`config.mk`:
```
export PLATFORM = sky130hd
export DESIGN_NAME = hub75_bcm_driver
export DESIGN_NICKNAME = d
export VERILOG_FILES = /design/src/rtl/hub75_bcm_driver.sv
export SDC_FILE = /design/constraint.sdc
export NUM_CORES = 1
export LEC_CHECK = 0
export ABC_AREA = 1
export CAP_MARGIN = 20
export CORE_ASPECT_RATIO = 0.5
export CORE_MARGIN = 4
export CORE_UTILIZATION = 53
export DETAILED_ROUTE_END_ITERATION = 7
export HOLD_SLACK_MARGIN = 0.12
export PLACE_DENSITY_LB_ADDON = 0.05
export SYNTH_ARGS = -nofsm -noshare
export SYNTH_HDL_FRONTEND = slang
export SYNTH_SLANG_ARGS = --single-unit
```
`constraint.sdc`:
```
create_clock -name clk -period 2.5 [get_ports clk]
set_input_delay 0.5 -clock clk [delete_from_list [all_inputs] [get_ports clk]]
set_output_delay 0.5 -clock clk [all_outputs]
set_load 0.05 [all_outputs]
```
`src/rtl/hub75_bcm_driver.sv`:
```
// rtl/hub75_bcm_driver.sv - HUB75 LED matrix scan driver using binary-coded modulation
// Optional global dimming of the display window is enabled by defining DISPLAY_BRIGHTNESS_EN.
module hub75_bcm_driver #(
    parameter int ROWS         = 8,
    parameter int COLUMNS      = 32,
    parameter int DEPTH        = 8,
    parameter int BASE_CYCLES  = 4,
    parameter int BLANK_CYCLES = 2
) (
    input  logic                                       clk,
    input  logic                                       rst,
    input  logic                                       en,
    input  logic [7:0]                                 brightness,
    output logic [$clog2(ROWS)-1:0]                    row,
    output logic [$clog2(COLUMNS)-1:0]                 column,
    output logic [((DEPTH > 1) ? $clog2(DEPTH) : 1)-1:0] plane,
    output logic                                       oclk,
    output logic                                       lat,
    output logic                                       oe,
    output logic                                       busy,
    output logic                                       frame_done
);

    localparam int RW      = $clog2(ROWS);
    localparam int CLW     = $clog2(COLUMNS);
    localparam int PW      = (DEPTH > 1) ? $clog2(DEPTH) : 1;
    localparam int MAX_WIN = BASE_CYCLES << (DEPTH - 1);
    localparam int CW      = (MAX_WIN > 1) ? $clog2(MAX_WIN) : 1;
    localparam int BW      = (BLANK_CYCLES > 1) ? $clog2(BLANK_CYCLES) : 1;
    // One counter serves both the display window and the blanking interval.
    localparam int NW      = (CW > BW) ? CW : BW;

    typedef enum logic [2:0] {
        IDLE,
        SHIFT_LO,
        SHIFT_HI,
        LATCH,
        SHOW,
        BLANK
    } state_t;

    state_t          state_q, state_d;
    logic [RW-1:0]   row_q, row_d;
    logic [CLW-1:0]  col_q, col_d;
    logic [PW-1:0]   plane_q, plane_d;
    logic [NW-1:0]   cnt_q, cnt_d;
    logic            oclk_q, oclk_d;
    logic            lat_q, lat_d;
    logic            oe_q, oe_d;
    logic            busy_q, busy_d;
    logic            fd_q, fd_d;

    logic [NW:0]     win_len;
    logic            win_last;
    logic            blank_last;
    logic            col_last;
    logic            row_last;
    logic            plane_last;
    logic            show_on;

    assign win_len    = (NW+1)'(BASE_CYCLES) << plane_q;
    assign win_last   = (cnt_q == NW'(win_len - (NW+1)'(1)));
    assign blank_last = (cnt_q == NW'(BLANK_CYCLES - 1));
    assign col_last   = (col_q == CLW'(COLUMNS - 1));
    assign row_last   = (row_q == RW'(ROWS - 1));
    assign plane_last = (plane_q == PW'(DEPTH - 1));

    always_comb begin
        state_d = state_q;
        row_d   = row_q;
        col_d   = col_q;
        plane_d = plane_q;
        cnt_d   = cnt_q;
        fd_d    = 1'b0;
        case (state_q)
            IDLE: begin
                if (en) state_d = SHIFT_LO;
            end
            SHIFT_LO: begin
                state_d = SHIFT_HI;
            end
            SHIFT_HI: begin
                if (col_last) begin
                    col_d   = '0;
                    state_d = LATCH;
                end else begin
                    col_d   = col_q + CLW'(1);
                    state_d = SHIFT_LO;
                end
            end
            LATCH: begin
                cnt_d   = '0;
                state_d = SHOW;
            end
            SHOW: begin
                if (win_last) begin
                    cnt_d   = '0;
                    state_d = BLANK;
                end else begin
                    cnt_d = cnt_q + NW'(1);
                end
            end
            BLANK: begin
                if (blank_last) begin
                    cnt_d   = '0;
                    state_d = SHIFT_LO;
                    if (!plane_last) begin
                        plane_d = plane_q + PW'(1);
                    end else begin
                        plane_d = '0;
                        if (row_last) begin
                            row_d = '0;
                            fd_d  = 1'b1;
                            if (!en) state_d = IDLE;
                        end else begin
                            row_d = row_q + RW'(1);
                        end
                    end
                end else begin
                    cnt_d = cnt_q + NW'(1);
                end
            end
            default: begin
                state_d = IDLE;
            end
        endcase
    end

`ifdef DISPLAY_BRIGHTNESS_EN
    localparam int PRW = NW + 9;

    logic [7:0] bri_q, bri_d;

    // Captured at the first shift of a frame so a frame is never displayed at mixed levels.
    always_comb begin
        bri_d = bri_q;
        if (state_q == SHIFT_LO && row_q == '0 && plane_q == '0 && col_q == '0) begin
            bri_d = brightness;
        end
    end

    assign show_on = (PRW'({cnt_d, 8'h00}) < (PRW'(win_len) * PRW'(bri_q)));

    always_ff @(posedge clk) begin
        if (rst) bri_q <= '0;
        else     bri_q <= bri_d;
    end
`else
    logic unused_brightness;

    assign show_on           = 1'b1;
    assign unused_brightness = ^brightness;
`endif

    // Outputs are decoded from the next state so that every pin comes straight from a flop.
    always_comb begin
        oclk_d = (state_d == SHIFT_HI);
        lat_d  = (state_d != LATCH);
        oe_d   = !((state_d == SHOW) && show_on);
        busy_d = (state_d != IDLE);
    end

    always_ff @(posedge clk) begin
        if (rst) begin
            state_q <= IDLE;
            row_q   <= '0;
            col_q   <= '0;
            plane_q <= '0;
            cnt_q   <= '0;
            oclk_q  <= 1'b0;
            lat_q   <= 1'b1;
            oe_q    <= 1'b1;
            busy_q  <= 1'b0;
            fd_q    <= 1'b0;
        end else begin
            state_q <= state_d;
            row_q   <= row_d;
            col_q   <= col_d;
            plane_q <= plane_d;
            cnt_q   <= cnt_d;
            oclk_q  <= oclk_d;
            lat_q   <= lat_d;
            oe_q    <= oe_d;
            busy_q  <= busy_d;
            fd_q    <= fd_d;
        end
    end

    assign row        = row_q;
    assign column     = col_q;
    assign plane      = plane_q;
    assign oclk       = oclk_q;
    assign lat        = lat_q;
    assign oe         = oe_q;
    assign busy       = busy_q;
    assign frame_done = fd_q;

endmodule

```
# [Yosys cells after proc, flatten, opt, wreduce, memory -nomap -nowiden]
# Cells that the tools add are included.
# W data, S select, Z words.
[totals] word_cells=54 mem_bits_ro=0 mem_bits_rw=0 latchBits=0 reg_bits=28 out_inout_bits=16 in_bits=11 mem_count=0
[classes] multipliers=0 reduce_logical=7 shift=1 bitwise=3 eq_ne=13 div=0 mux=15 order_cmp=0 add_sub_neg=5
[ops] cell="$pmux W9 S3" n=1
[ops] cell="$mux W9" n=2
[ops] cell="$pmux W3 S6" n=1
[ops] cell="$eq A3 B3 Y1 const B" n=5
[ops] cell="$mux W3" n=5
[ops] cell="$add A9 B1 Y9 const B" n=1
[ops] cell="$eq A3 B2 Y1 const B" n=3
[ops] cell="$eq A9 B1 Y1 const B" n=1
[ops] cell="$eq A9 B9 Y1" n=1
[ops] cell="$shl A3 B3 Y9 const A" n=1
[ops] cell="$sub A9 B1 Y9 const B" n=1
[ops] cell="$add A3 B1 Y3 const B" n=2
[ops] cell="$reduce_bool A3 Y1" n=2
[ops] cell="$add A5 B1 Y5 const B" n=1
[ops] cell="$eq A5 B5 Y1 const B" n=1
[ops] cell="$mux W5" n=1
[ops] cell="$mux W1" n=4
[ops] cell="$reduce_or A4 Y1" n=1
[ops] cell="$eq A3 B1 Y1 const B" n=1
[ops] cell="$logic_not A3 Y1" n=1
[ops] cell="$ne A3 B2 Y1 const B" n=1
[ops] cell="$not A1 Y1" n=3
[ops] cell="$reduce_and A3 Y1" n=1
[ops] cell="$mux W2" n=1
[ops] cell="other kinds (2)" n=2

# [Logic depth before layout (Yosys ltp)]
[logic_depth] word_depth=7 depth_mapped=16 depth_no_buf=16

# [Worst setup path after synthesis]
# No wires, ideal clock.
[synth_timing] kind="register -> register" startpoint="register plane_q[0] (netlist: plane[0])" endpoint="register cnt_q[6]" n_path_buf=0 stages_incl_launch_ff=15 period_less_slack_ns=2.346 setup_time_ns=0.109 required_ns=2.391 slack_ns=0.154 arrival_time_ns=2.237 path_cell_list="dfxtp_1 -> inv_1 -> ha_1 -> nand2_4 -> ha_1 -> nand2_1 -> nand3_1 -> nor2_1 -> nand2_2 -> nor2_4 -> nand4_1 -> nand2_2 -> nand3_4 -> nand2_1 -> inv_1"
[synth_via] elab_chain_len=5
[synth_lines] item="start: declaration" line_no="45" text="logic [PW-1:0] plane_q, plane_d;"
[synth_lines] item="start signal: assignment" line_no="179" text="plane_q <= plane_d;"
[synth_lines] item="$shl A3 B3 Y9" line_no="61" text="assign win_len = (NW+1)'(BASE_CYCLES) << plane_q;"
[synth_lines] item="$sub A9 B1 Y9" line_no="62" text="assign win_last = (cnt_q == NW'(win_len - (NW+1)'(1)));"
[synth_lines] item="$eq A9 B9 Y1" line_no="62"
[synth_lines] item="$mux W9" line_no="96" text="if (win_last) begin"
[synth_lines] item="$pmux W9 S3" line_no="75" text="case (state_q)"
[synth_lines] item="end signal: assignment" line_no="180" text="cnt_q <= cnt_d;"
[synth_lines] item="end: declaration" line_no="46" text="logic [NW-1:0] cnt_q, cnt_d;"
# No other way between the ends.
# A chain may end at the register's enable or synchronous reset.

# [Worst setup path after layout]
[layout_timing] startpoint="register plane_q[1] (netlist: plane[1])" endpoint="register cnt_q[5]"
# The elaborated chain is that of the path after synthesis.

==> reports/results.tsv <==
metric	value	unit
remaining antenna violation count after routing	0	
global-route wire length before repair	6450	um
DRC viols	0	
CP endpoint kind	register	
most frequent cells in the layout	nand2_1, inv_1, nor2_1, dfxtp_1, clkdlybuf4s50_1	
antenna violations before repair	0	
worst-case clock buffer depth	2	
H-tree levels	1	
gr ovfl total	0	
area share of fa/ha/maj cells after synthesis	9.26	%
metal2 WL	1670	um
P_int	0.000702	W
clock slew at reported path FFs	100	ps
Finished Cell Area	0.00207	mm^2
crit path DAT	2440	ps
Final GP Congestion	0.887	
launching point of the worst reg2reg path	plane[1]	
sequential cell area fraction in the yosys report	31.9	%
skew final	6.45	ps
placed cell area	0.00199	mm^2
Clock Latency Late Sink	280	ps
critical path startpoint	plane[1]	
DR vias	1618	
most common cell after layout, fill and taps aside	nand2_1	
Synth area leaders	dfxtp_1, nand2_1, inv_1, ha_1, nor2_1	
Multi-input gate area	0.00101	mm^2
Slew headroom	66.1	%
initial core utilization	57.0	%
Max Cap Violations	0	
root buffer cell	clkbuf_8	
IO Pins	27	
largest area contributor in the netlist	dfxtp_1	
vias in the first global route	1439	
register bit total from synthesis	28	
final setup violating endpoints	0	
Die W	89.4	um
Logic pwr share	10.2	%
fmax	0.442	GHz
worst min path class	reg2reg	
fill count	263	
M1 wire length	1890	um
startpoint types	register	
RSZ-0062 raised after global routing	no	
CTS resizes	0	
die area	0.00436	mm^2
post-CTS setup buffers	0	
Worst VDD drop	377	uV
Syn Inst Count	262	
mapped cell area	0.00176	mm^2
via/cell ratio	4.99	
critical-path maximum fanout	8	
Fin Setup TNS	0	ps
yosys warns	0	
Detailed Routing Iterations Pass 1	4	
register area	562	um^2
Final Max Slew Viols	0	
drt first-iter violations	122	
Final Hold Viols	0	
switching pwr	0.000218	W
status	completed	
cts hold-fix bufs	0	
Yosys top cell area share	31.9	%
post-layout min period	2260	ps
die height	48.7	um
Seq pwr share	50.5	%
worst slack, placed	192	ps
clock network fraction of total power	39.4	%
final period utilization	90.4	%
Num CTS Buffers	3	
Top Layer Used	met4	
Rows	14	
switching share of total power	23.7	%
hold path start	row[1]	
DP Wirelength	2890	um
# port buffers	18	
ant diodes	0	
Core ar.	0.00308	mm^2
Leakage Power	0.956	nW
compound-gate portion of the synthesized area	6.84	%
clk sinks	28	
xor/xnor share of the synthesized area	3.99	%
Unique masters post-synth	24	
CTS tree	built	
share of cells above drive strength 1	8.10	%
area grow syn2layout	17.6	%
CP Class	reg2reg	
total track usage	18.3	%
average wire per standard cell	11.5	um
post-synthesis mux area share	0	%
nets	309	
Post-Route WL	3740	um
Critical Path RT	2680	ps
Post-Synth Simple-Gate Area	37.3	%
synthesized area per cell	6.70	um^2
Routed met3 length	169	um
worst-margin pin slew	503	ps
final worst slack	239	ps
largest net degree at the start of global routing	17	
power per cell area	446	mW/mm^2
Syn Nets	286	
largest family of logic cells by synthesized area	simple AND/OR/NAND/NOR gates	
cell type report:
type / instances / share of cell area [%]
Timing Repair Buffer: 20 / 9.45
Multi-Input combinational cell: 185 / 48.8
Clock inverter: 1 / 1.45
Tap cell: 40 / 2.42
Inverter: 47 / 8.66
Sequential cell: 28 / 27.2
Clock buffer: 3 / 2.00
per-stage QoR:
step           power (W)  hold WS (ps)  util, %  cells
5_1_grt         0.000964           516     67.0    324
6_report        0.000921           485     67.0    324
4_1_cts         0.000927           489     67.0    324
3_5_place_dp    0.000568           470     64.7    320
3_3_place_gp    0.000566           450     64.7    320
2_1_floorplan   0.000538           500        -    262
cell usage after synthesis:
cell and instances:
xnor2_1 1, ha_1 13, clkbuf_1 1, a21oi_1 10, inv_1 46, nor4_1 2
nor2_1 31, nand3_2 3, nor2_4 1, nand2_2 6, xor2_1 7, o21ai_0 14
nor3_1 6, nand4_1 4, nand3_1 17, nand3b_1 2, dfxtp_1 28, nor2_2 1
nand2_4 2, nand3_4 1, nor3_2 1, buf_2 1, inv_4 1, nand2_1 63
cell families after synthesis:
| family | count (synthesis) |
|---|---|
| AOI/OAI and AO/OA | 24 |
| and+or+nand+nor | 140 |
| adders and majority gates | 13 |
| buffers and inverters | 49 |
| xor gates and xnor gates | 8 |
| DFF | 28 |
path summary, 6_finish.rpt:
kind	to	slack (ps)	depth (start not counted)
min	row[1]	480	2
max	cnt_q[5]	240	15
max reg2reg	cnt_q[5]	240	15
min reg2reg	row[1]	480	2
power by group through the flow:
stage	Combinational (W)	Clock [W]	Sequential [W]
2_1_floorplan	0.0000397	0	0.000498
3_3_place_gp	0.0000917	0	0.000474
3_5_place_dp	0.0000935	0	0.000475
4_1_cts	0.0000940	0.000368	0.000465
5_1_grt	0.000102	0.000395	0.000467
6_report	0.0000937	0.000362	0.000464
critical path, cell delays in order (launching register included):
cell and delay, ps:
dfxtp_1 400, inv_1 90, ha_1 250, nand2_4 110, ha_1 190, inv_1 70
nor2_1 120, nand3_1 110, nand3_1 80, nand2_1 60, nor2_2 130, nand4_1 150
nand2_2 110, nand3_4 140, nand2_1 110, nor2_1 40
sequential cells by signal, summed over array words and instances (netlist names):
name,cells
oclk,1
row,3
cnt_q,9
plane,3
state_q,3
column,5
busy,1
lat,1
oe,1
frame_done,1
routing by layer:
| layer | global-route usage [%] | vias to the layer above |
|---|---|---|
| met4 | 2.23 | 0 |
| li1 | - | 860 |
| met1 | 26.3 | 714 |
| met2 | 27.8 | 40 |
| met3 | 5.25 | 4 |
| met5 | 0 | - |
No activity file was read; power rests on OpenSTA's default activity.
==> RTL change (same settings) <==
`DEPTH`: 8 -> 16.
--- a/src/rtl/hub75_bcm_driver.sv
+++ b/src/rtl/hub75_bcm_driver.sv
@@ -3,7 +3,7 @@
 module hub75_bcm_driver #(
     parameter int ROWS         = 8,
     parameter int COLUMNS      = 32,
-    parameter int DEPTH        = 8,
+    parameter int DEPTH        = 16,
     parameter int BASE_CYCLES  = 4,
     parameter int BLANK_CYCLES = 2
 ) (
Interface: changed (resized plane); port bits go from 27 to 28. The function was not compared with the original's and may differ.
==> RTL change against the original RTL <==
Routed wire length up 99%; synthesized area grew 58%; design area increased by 69%; setup slack worse by 0.13 ns; total power increased by 32%; hold slack got worse by 0.0077 ns; synthesized cell count grew 67%; sequential cell count rose by 9; count of clock-buffer cells in the layout up 4.
==> RTL change: results (changes against the original RTL) <==
synth:
  synthAdderAreaFrac_pct: 5.874  # -3.4 points
  synth.distinct_cells: 36  # +50%
  synth-compound-area-share_pct: 7.863  # +1.0 points
  synth_seq_area_share_pct: 26.75  # -5.2 points
  synth-xor-area-share_pct: 5.377  # +1.4 points
  netlist_top_cells_count: "nand2_1 (126), inv_1 (61), nor2_1 (41)"
  synth.area.top_cells: "dfxtp_1 (27%), nand2_1 (17%), inv_1 (8.3%)"
  synthCells: 438  # +67%
  synth.area.mux_share_pct: 0.3615  # +0.36 points
drt:
  vias_per_cell: 5.314  # +6.4%
  drt-total-wl_um: 7430  # +99%
  drt-initial-drc-count: 306  # +150%
  first_pass_iters: 6  # +2
critical_path:
  cp_slowest_stage_delay_ns: 0.38  # -0.02 ns
  crit_arrival_ns: 2.59  # +0.15 ns
  slowest_stage: "dfxtp_4"
  timing.rr.end: "busy$_SDFF_PP0_"
  reg2reg_from: "plane[0]$_SDFFE_PP0P_"
  ff2ff_setup_slack_ns: 0.11  # -0.13 ns
  r2r_cells: 17  # +2
final_layout:
  largest_reg_flops: 17  # +8
  drive_gt1_share_pct: 19.13  # +11 points
  nets: 504  # +63%
  stdcell_count: 551  # +70%
clock_network:
  htreeDepth: 2  # +1
  insertion_delay_ns: 0.30  # +0.02 ns
  cts_made_buffers: 5  # +2
  clk_pin_slew_worst_paths_ns: 0.07  # -0.03 ns
sta:
  tightest_slew_ns: 0.5282  # +0.02556 ns
  fin_worst_skew_ns: 0.003387  # -0.003063 ns
grt:
  grt_start_max_net_pins: 21  # +4
  grt_pass1_wl_um: 12340  # +91%
  grt_pass1_vias: 2681  # +86%
  grt_usage_pct: 23.94  # +5.6 points
pwr:
  p_leak_nw: 1.609  # +68%
placement:
  dpl_cell_area_um2: 3139  # +58%
  dp.cells: 537  # +68%
  finalWeightedCongestion: 0.8986  # +1.3%
  port_buffers: 19  # +1
  place_hpwl_um: 5442  # +88%
worst_hold_path:
  hp-start: "cnt_q[15]$_SDFFE_PP0P_"
status:
  status: "finished, final reports clean"
## RTL change: changes by cell type in the layout (fill, tap and decap cells not counted), moves of 8 or more
| cell | before | now |
|---|---|---|
| nand2_1 | 63 | 114 |
| nand3_1 | 17 | 39 |
| a21oi_1 | 10 | 20 |
| xor2_1 | 7 | 16 |
| buf_4 | 2 | 23 |
| inv_1 | 46 | 59 |
| nand2_2 | 6 | 14 |
## RTL change: worst register-to-register path, delay by kind of cell (launching register included)
| kind | cells | cell delay (ns) |
|---|---|---|
| AND/OR/NAND/NOR | 11 | 0.99 |
| adder cells (fa/ha/maj) | 2 | 0.40 |
| flip-flops | 1 | 0.38 |
| buffers and inverters | 3 | 0.42 |
| AO/OA/AOI/OAI | 1 | 0.12 |
## RTL change: power breakdown
group / total [mW] / internal, mW / leakage (nW) / switching (mW)
Clock: 0.514 / 0.285 / 0.0599 / 0.229
Combinational: 0.0973 / 0.0312 / 1.25 / 0.0661
Sequential: 0.604 / 0.596 / 0.301 / 0.00748
## RTL change: layout make-up
class / count / area [µm²] / share of cell area (%)
inverters: 66 / 257.7 / 7.386
clock inverters: 1 / 6.256 / 0.1793
well taps: 70 / 87.58 / 2.510
repair buffers: 42 / 362.8 / 10.40
multi-input cells: 328 / 1918 / 54.97
clock buffers: 7 / 107.6 / 3.084
flip-flops and latches: 37 / 749.5 / 21.48
## RTL change: what timing repair did
item                                    CTS  global route
cloned                                    1             1
resized for setup                        11            33
buffers inserted                          0             4
pin swaps                                 2            17
endpoints found under the setup margin   17            20
## RTL change: through the flow
stage | hold WS [ns] | power (mW)
6_report | 0.4768 | 1.216
5_1_grt | 0.5144 | 1.254
4_1_cts | 0.4780 | 1.218
3_5_place_dp | 0.4667 | 0.7082
3_3_place_gp | 0.4523 | 0.7064
2_1_floorplan | 0.4453 | 0.6784
## RTL change: how the worst max path moves through the flow
stage,start,endpoint,slack (ns),cells past startpoint
finish,plane[0]$_SDFFE_PP0P_,busy$_SDFF_PP0_,0.11,17
global route,plane[0]$_SDFFE_PP0P_,cnt_q[16]$_SDFFE_PP0P_,-0.07,17
CTS,plane[0]$_SDFFE_PP0P_,cnt_q[16]$_SDFFE_PP0P_,0.01,19
detailed placement,plane[1]$_SDFFE_PP0P_,cnt_q[16]$_SDFFE_PP0P_,-0.06,19
global placement,plane[1]$_SDFFE_PP0P_,cnt_q[0]$_SDFFE_PP0P_,0.02,19
floorplan,plane[3]$_SDFFE_PP0P_,cnt_q[16]$_SDFFE_PP0P_,0.003,18
## RTL change: per-layer routing
layer  wire length [µm]  GRT usage [%]
met5                  0              0
met3                602          3.917
met4                 96          6.316
met2               3312          38.53
met1               3417          33.60
